===== config.mk =====
export PLATFORM = sky130hd
export DESIGN_NAME = serial_add_ctrl
export DESIGN_NICKNAME = d
export VERILOG_FILES = /design/src/rtl/serial_add_ctrl.sv
export SDC_FILE = /design/constraint.sdc
export NUM_CORES = 1
export LEC_CHECK = 0
export ABC_AREA = 1
export BUFFER_PORTS_ARGS = -buffer_cell sky130_fd_sc_hd__buf_2
export CAP_MARGIN = 5
export CORE_MARGIN = 2
export CORE_UTILIZATION = 55
export DETAILED_ROUTE_END_ITERATION = 10
export HOLD_SLACK_MARGIN = 0.03
export PLACE_DENSITY = 0.77
export SLEW_MARGIN = 20
export SYNTH_ARGS = -nofsm -noshare
export SYNTH_HDL_FRONTEND = slang
export SYNTH_SLANG_ARGS = --single-unit

===== constraint.sdc =====
create_clock -name clk -period 2 [get_ports clk]
set_input_delay 0.4 -clock clk [delete_from_list [all_inputs] [get_ports clk]]
set_output_delay 0.4 -clock clk [all_outputs]
set_load 0.01 [all_outputs]

===== src/rtl/serial_add_ctrl.sv =====
// Bit-serial adder controller: one full-adder cell and a registered carry, WIDTH cycles per op.
// Optional subtract mode and signed-overflow flag are built when SERIAL_ADD_SUB_EN is defined.
module serial_add_ctrl #(
  parameter int WIDTH = 8
) (
  input  logic             clk,
  input  logic             rst_n,
  input  logic             in_valid,
  output logic             in_ready,
  input  logic [WIDTH-1:0] a,
  input  logic [WIDTH-1:0] b,
  input  logic             cin,
  output logic             out_valid,
  input  logic             out_ready,
  output logic [WIDTH-1:0] sum,
  output logic             cout,
`ifdef SERIAL_ADD_SUB_EN
  input  logic             sub,
  output logic             ovf,
`endif
  output logic             busy
);

  localparam int CW = (WIDTH > 1) ? $clog2(WIDTH) : 1;

  typedef enum logic [1:0] {S_IDLE, S_RUN, S_DONE} state_e;

  state_e           state_q;
  logic [WIDTH-1:0] a_sh_q, b_sh_q, sum_q;
  logic [CW-1:0]    cnt_q;
  logic             carry_q, cout_q, out_valid_q;
  logic             bit_s, carry_d;
  logic [WIDTH-1:0] a_sh_d, b_ld;
  logic             c_ld;
`ifdef SERIAL_ADD_SUB_EN
  logic             ovf_q;
`endif

  // a_sh doubles as the sum shift register: sum bits fill the MSBs vacated by the operand.
  always_comb begin
    bit_s   = a_sh_q[0] ^ b_sh_q[0] ^ carry_q;
    carry_d = (a_sh_q[0] & b_sh_q[0]) | ((a_sh_q[0] ^ b_sh_q[0]) & carry_q);
    a_sh_d  = {bit_s, a_sh_q[WIDTH-1:1]};
`ifdef SERIAL_ADD_SUB_EN
    b_ld    = sub ? ~b : b;
    c_ld    = sub ? 1'b1 : cin;
`else
    b_ld    = b;
    c_ld    = cin;
`endif
  end

  always_ff @(posedge clk or negedge rst_n) begin
    if (!rst_n) begin
      state_q     <= S_IDLE;
      a_sh_q      <= '0;
      b_sh_q      <= '0;
      sum_q       <= '0;
      cnt_q       <= '0;
      carry_q     <= 1'b0;
      cout_q      <= 1'b0;
      out_valid_q <= 1'b0;
`ifdef SERIAL_ADD_SUB_EN
      ovf_q       <= 1'b0;
`endif
    end else begin
      case (state_q)
        S_IDLE: begin
          if (in_valid) begin
            a_sh_q  <= a;
            b_sh_q  <= b_ld;
            carry_q <= c_ld;
            cnt_q   <= '0;
            state_q <= S_RUN;
          end
        end
        S_RUN: begin
          a_sh_q  <= a_sh_d;
          b_sh_q  <= b_sh_q >> 1;
          carry_q <= carry_d;
          cnt_q   <= cnt_q + CW'(1);
          if (cnt_q == CW'(WIDTH - 1)) begin
            sum_q       <= a_sh_d;
            cout_q      <= carry_d;
            out_valid_q <= 1'b1;
            cnt_q       <= '0;
            state_q     <= S_DONE;
`ifdef SERIAL_ADD_SUB_EN
            // carry_q here is the carry into the MSB cell
            ovf_q       <= carry_q ^ carry_d;
`endif
          end
        end
        S_DONE: begin
          if (out_ready) begin
            out_valid_q <= 1'b0;
            state_q     <= S_IDLE;
          end
        end
        default: state_q <= S_IDLE;
      endcase
    end
  end

  assign in_ready  = rst_n && (state_q == S_IDLE);
  assign busy      = (state_q != S_IDLE);
  assign out_valid = out_valid_q;
  assign sum       = sum_q;
  assign cout      = cout_q;
`ifdef SERIAL_ADD_SUB_EN
  assign ovf       = ovf_q;
`endif

endmodule

Yosys cells after proc, flatten, opt, wreduce, memory -nomap -nowiden
Cells that the tools add are included.
{ "totals": {"reg_bits": 32, "latch_bits": 0, "ram_bits": 0, "romBits": 0, "inputBits": 21, "elab_cells": 45, "memories": 0} }
{ "op_classes": {"addsub": 1, "mul": 0, "div_mod_pow": 0, "n_lt_le_gt_ge": 0, "n_eq_ne": 6, "shift": 0, "mux": 16, "bitwise": 5, "n_reduce_logical": 9} }
{ "op_table": {"columns": ["op", "count"], "rows": [
  ["$pmux 8 s2", 2],
  ["$mux 8", 2],
  ["$mux 2", 3],
  ["$mux 3", 2],
  ["$ne 2x2->1 const B", 3],
  ["$pmux 2 s3", 1],
  ["$pmux 3 s2", 1],
  ["$reduce_and 3->1", 2],
  ["$reduce_bool 2->1", 3],
  ["$pmux 1 s2", 2],
  ["$reduce_and 2->1", 2],
  ["$add 3x1->3 const B", 1],
  ["$eq 3x3->1 const B", 1],
  ["$mux 1", 3],
  ["$and 1x1->1", 2],
  ["$eq 2x1->1 const B", 1],
  ["$eq 2x2->1 const B", 1],
  ["$logic_not 2->1", 1],
  ["$xor 1x1->1", 2],
  ["$logic_and 1x1->1", 1],
  ["$or 1x1->1", 1]
]} }

Depth between registers and ports, before layout
{ "depth": {"word_depth": 4, "mapped_depth": 6, "mapped_depth_nobuf": 5} }

Least setup slack after synthesis
OpenSTA, ideal clock, no wires.
{ "synth_timing": {"path_kind": "register to output", "start": "register state_q[1]", "end": "output in_ready", "t_arrival_ns": 0.845, "path_slack_ns": 0.755, "path_stages_with_launch": 4, "n_path_buf": 0, "cell_sequence": "dfrtp_1 inv_1 nand2_1 nor2_1"} }
{ "synth_via": {"elab_chain_len": 2} }
{ "synth_rtl": {"columns": ["element", "line", "rtl"], "rows": [
  ["start: declaration", "28", "state_e state_q;"],
  ["start signal: assignment", "55", "state_q <= S_IDLE;"],
  ["start signal: assignment", "74", "state_q <= S_RUN;"],
  ["start signal: assignment", "87", "state_q <= S_DONE;"],
  ["$logic_not 2->1", "105", "assign in_ready = rst_n && (state_q == S_IDLE);"],
  ["$logic_and 1x1->1", "105", null],
  ["end: declaration", "9", "output logic in_ready,"]
]} }
No other way between the ends.

Worst setup path in the final report
{ "layout_timing": {"start": "register state_q[0]", "end": "output in_ready"} }
Same word-level chain as after synthesis.

==> impl_metrics.tcl <==
set metrics [dict create \
    wl_um 2940 \
    fin_area_um2 1820 \
    cts-root-buf "clkbuf_4" \
    synthAdderAreaFrac 0.0365 \
    finClkSkew_ps 12.9 \
    vias 1297 \
    rsz0062_at_grt "no" \
    clock_path_buffers 2 \
    tns_ps 0 \
    cp-startpoint "state_q[0]" \
    pre_cts_slack_ps 596 \
    dp_hpwl_um 2040 \
    grt_pass1_vias 1206 \
    drt_first_iter_violations 37 \
    relSlewSlack 0.733 \
    cts_hold_buf 0 \
    synth_top_family_by_area "simple AND/OR/NAND/NOR gates" \
    r2r_cells 4 \
    fin_crit_ps 1680 \
    cts_setup_buffers 0 \
    crit_type "reg -> out" \
    gr-total-overflow 0 \
    yosysSeqAreaShare 0.508 \
    gp_congestion 0.703 \
    regToRegStartpoint "state_q[0]" \
    clk_pin_slew_ps 110 \
    muxShareOfSynthArea 0 \
    worstPathMaxFanout 11 \
    drcViolationCount 0 \
    syn2layout_area_growth_pct 15.6 \
    crit_end "in_ready" \
    synthSimpleGateAreaFrac 0.294 \
    finalPower_mw 2.77 \
    fin_crit_sh 0.838 \
    synth_top_area_share 0.508 \
    yosys_warnings 0 \
    die_y_um 57.5 \
    num_rows 19 \
    drv_cap 0 \
    drive_gt1_frac 0.201 \
    detail-route-antenna-nets 0 \
    synthTopCellsByArea "dfrtp_1 (51%), nand2_1 (21%), inv_1 (8.1%), nand3_1 (5.7%), o21ai_0 (2.9%)" \
    insertion_delay_ps 340 \
    cp.arrival_ps 1280 \
    synth_xor_area_frac 0 \
    die_area_um2 3310 \
    dr.pass1.iters 4 \
    cts_buffers 5 \
    cp.required_ps 1600 \
    yosysUniqueCellTypes 18 \
    final_util 0.666 \
    fp.dieW_um 57.5 \
    synth_area_um2 1580 \
    grt_pass1_wl_um 5170 \
    cts.sinks 32 \
    slew_viol_final 0 \
    ys_ff_latch 32 \
    avgRoutedWirePerCell_um 10.9 \
    initial_core_util 0.576 \
    timing.reg2reg.setup_slack_ps 570 \
    cts_resized 0 \
    placeableCoreArea_um2 2730 \
    synth_cells 203 \
    antenna_found_initial 0 \
    cts_htree_levels 2 \
    fin_nets 263 \
    setup_slack_ps 323 \
    endpoint_kind "output pin" \
    hold_viol 0 \
    gr-usage-all-layers 0.206 \
    r2r_end "b_sh_q[3]" \
    synth_compound_area_frac 0.0429 \
    ir_drop_mv 1.07 \
    critPathLaunchType "flip-flop" \
    num_antenna_cells 0 \
    ios 33 \
    syn_nets 228 \
    port_buffers 32 \
    placed_area_um2 1740 \
    cts_tree "yes" \
    total_leakage_power_nw 1.09 \
    worst_pin_slew_ps 400 \
    yosysTopAreaCell "dfrtp_1" \
    power.density_nw_per_um2 1520 \
    hold_path_class "in -> async" \
    max_freq_mhz 596 \
    syn_avg_cell_area_um2 7.76 \
    outcome "complete, no violations" \
    grt_max_degree 33 \
    via_per_inst 4.80 \
    setup-violations-final 0 \
    fillers 249 \
]
-- per-layer routing --
metal  vias to the layer above  share of wire  GRT usage
li1                        672              -          -
met1                       591           0.47      0.274
met2                        28           0.47      0.315
met3                         6          0.047     0.0658
met4                         0          0.017     0.0797
met5                         -              0          0
-- logic make-up after synthesis --
kind of cell / count (synthesis)
adders and majority gates: 4
DFF: 32
AOI/OAI and AO/OA: 13
and+or+nand+nor: 112
buffers and inverters: 42
-- placed cells by master (no fill, tap or decap) --
| cell | count |
|---|---|
| nand2_1 | 88 |
| inv_1 | 34 |
| dfrtp_1 | 32 |
| buf_2 | 32 |
| nand3_1 | 18 |
| o21ai_0 | 8 |
| clkbuf_4 | 5 |
| o21ai_1 | 3 |
| ha_1 | 3 |
| buf_4 | 3 |
| nor2_1 | 2 |
| nand2_2 | 2 |
| inv_2 | 1 |
| nor2_4 | 1 |
| nand2_4 | 1 |
| a21oi_1 | 1 |
| o31ai_1 | 1 |
| fa_1 | 1 |
| bufinv_16 | 1 |
| clkinvlp_4 | 1 |
| clkinv_2 | 1 |
-- power by group --
| group | total (mW) | internal (mW) | switching, mW |
|---|---|---|---|
| Sequential | 1.13 | 0.953 | 0.179 |
| Combinational | 1.15 | 0.441 | 0.707 |
| Clock | 0.493 | 0.261 | 0.232 |
| Total | 2.77 | 1.65 | 1.12 |
-- final cells by class --
| type | instances | area, um^2 | share of cell area |
|---|---|---|---|
| clock buffers | 5 | 37.5 | 0.0206 |
| clock inverters | 3 | 42.5 | 0.0234 |
| inverters | 35 | 131 | 0.0721 |
| multi-input cells | 129 | 588 | 0.323 |
| flip-flops and latches | 32 | 801 | 0.440 |
| well taps | 31 | 38.8 | 0.0213 |
| repair buffers | 35 | 183 | 0.100 |
-- metrics by stage --
| stage | hold slack (ps) | instances |
|---|---|---|
| 5_1_grt | 112 | 270 |
| 6_report | 68.9 | 270 |
| 2_1_floorplan | 104 | 203 |
| 4_1_cts | 74.9 | 270 |
| 3_5_place_dp | 454 | 262 |
| 3_3_place_gp | 453 | 262 |
-- flip-flops by register name, summed over array words and instances (netlist names) --
name and flops:
cnt_q 3, cout 1, out_valid 1, carry_q 1, state_q 2, a_sh_q 8
b_sh_q 8, sum 8
-- cell usage after synthesis --
cell,instances
a21oi_1,1
buf_2,2
buf_4,3
buf_6,2
dfrtp_1,32
fa_1,1
ha_1,3
inv_1,34
inv_2,1
nand2_1,88
nand2_2,2
nand2_4,1
nand3_1,18
nor2_1,2
nor2_4,1
o21ai_0,9
o21ai_1,2
o31ai_1,1
-- critical path, stage by stage (launching register included) --
cell and delay [ps]:
dfrtp_1 510, inv_2 150, nand2_1 70, nor2_1 80, buf_2 130
-- worst min-delay path by stage --
stage,cells after the start,slack [ps],to
6_report,2,70,a_sh_q[4]
5_1_grt,2,110,a_sh_q[4]
4_1_cts,2,70,a_sh_q[4]
3_5_place_dp,2,450,sum[1]
3_3_place_gp,2,450,out_valid
2_1_floorplan,0,100,a_sh_q[0]
Power figures use the tool's default switching activity.
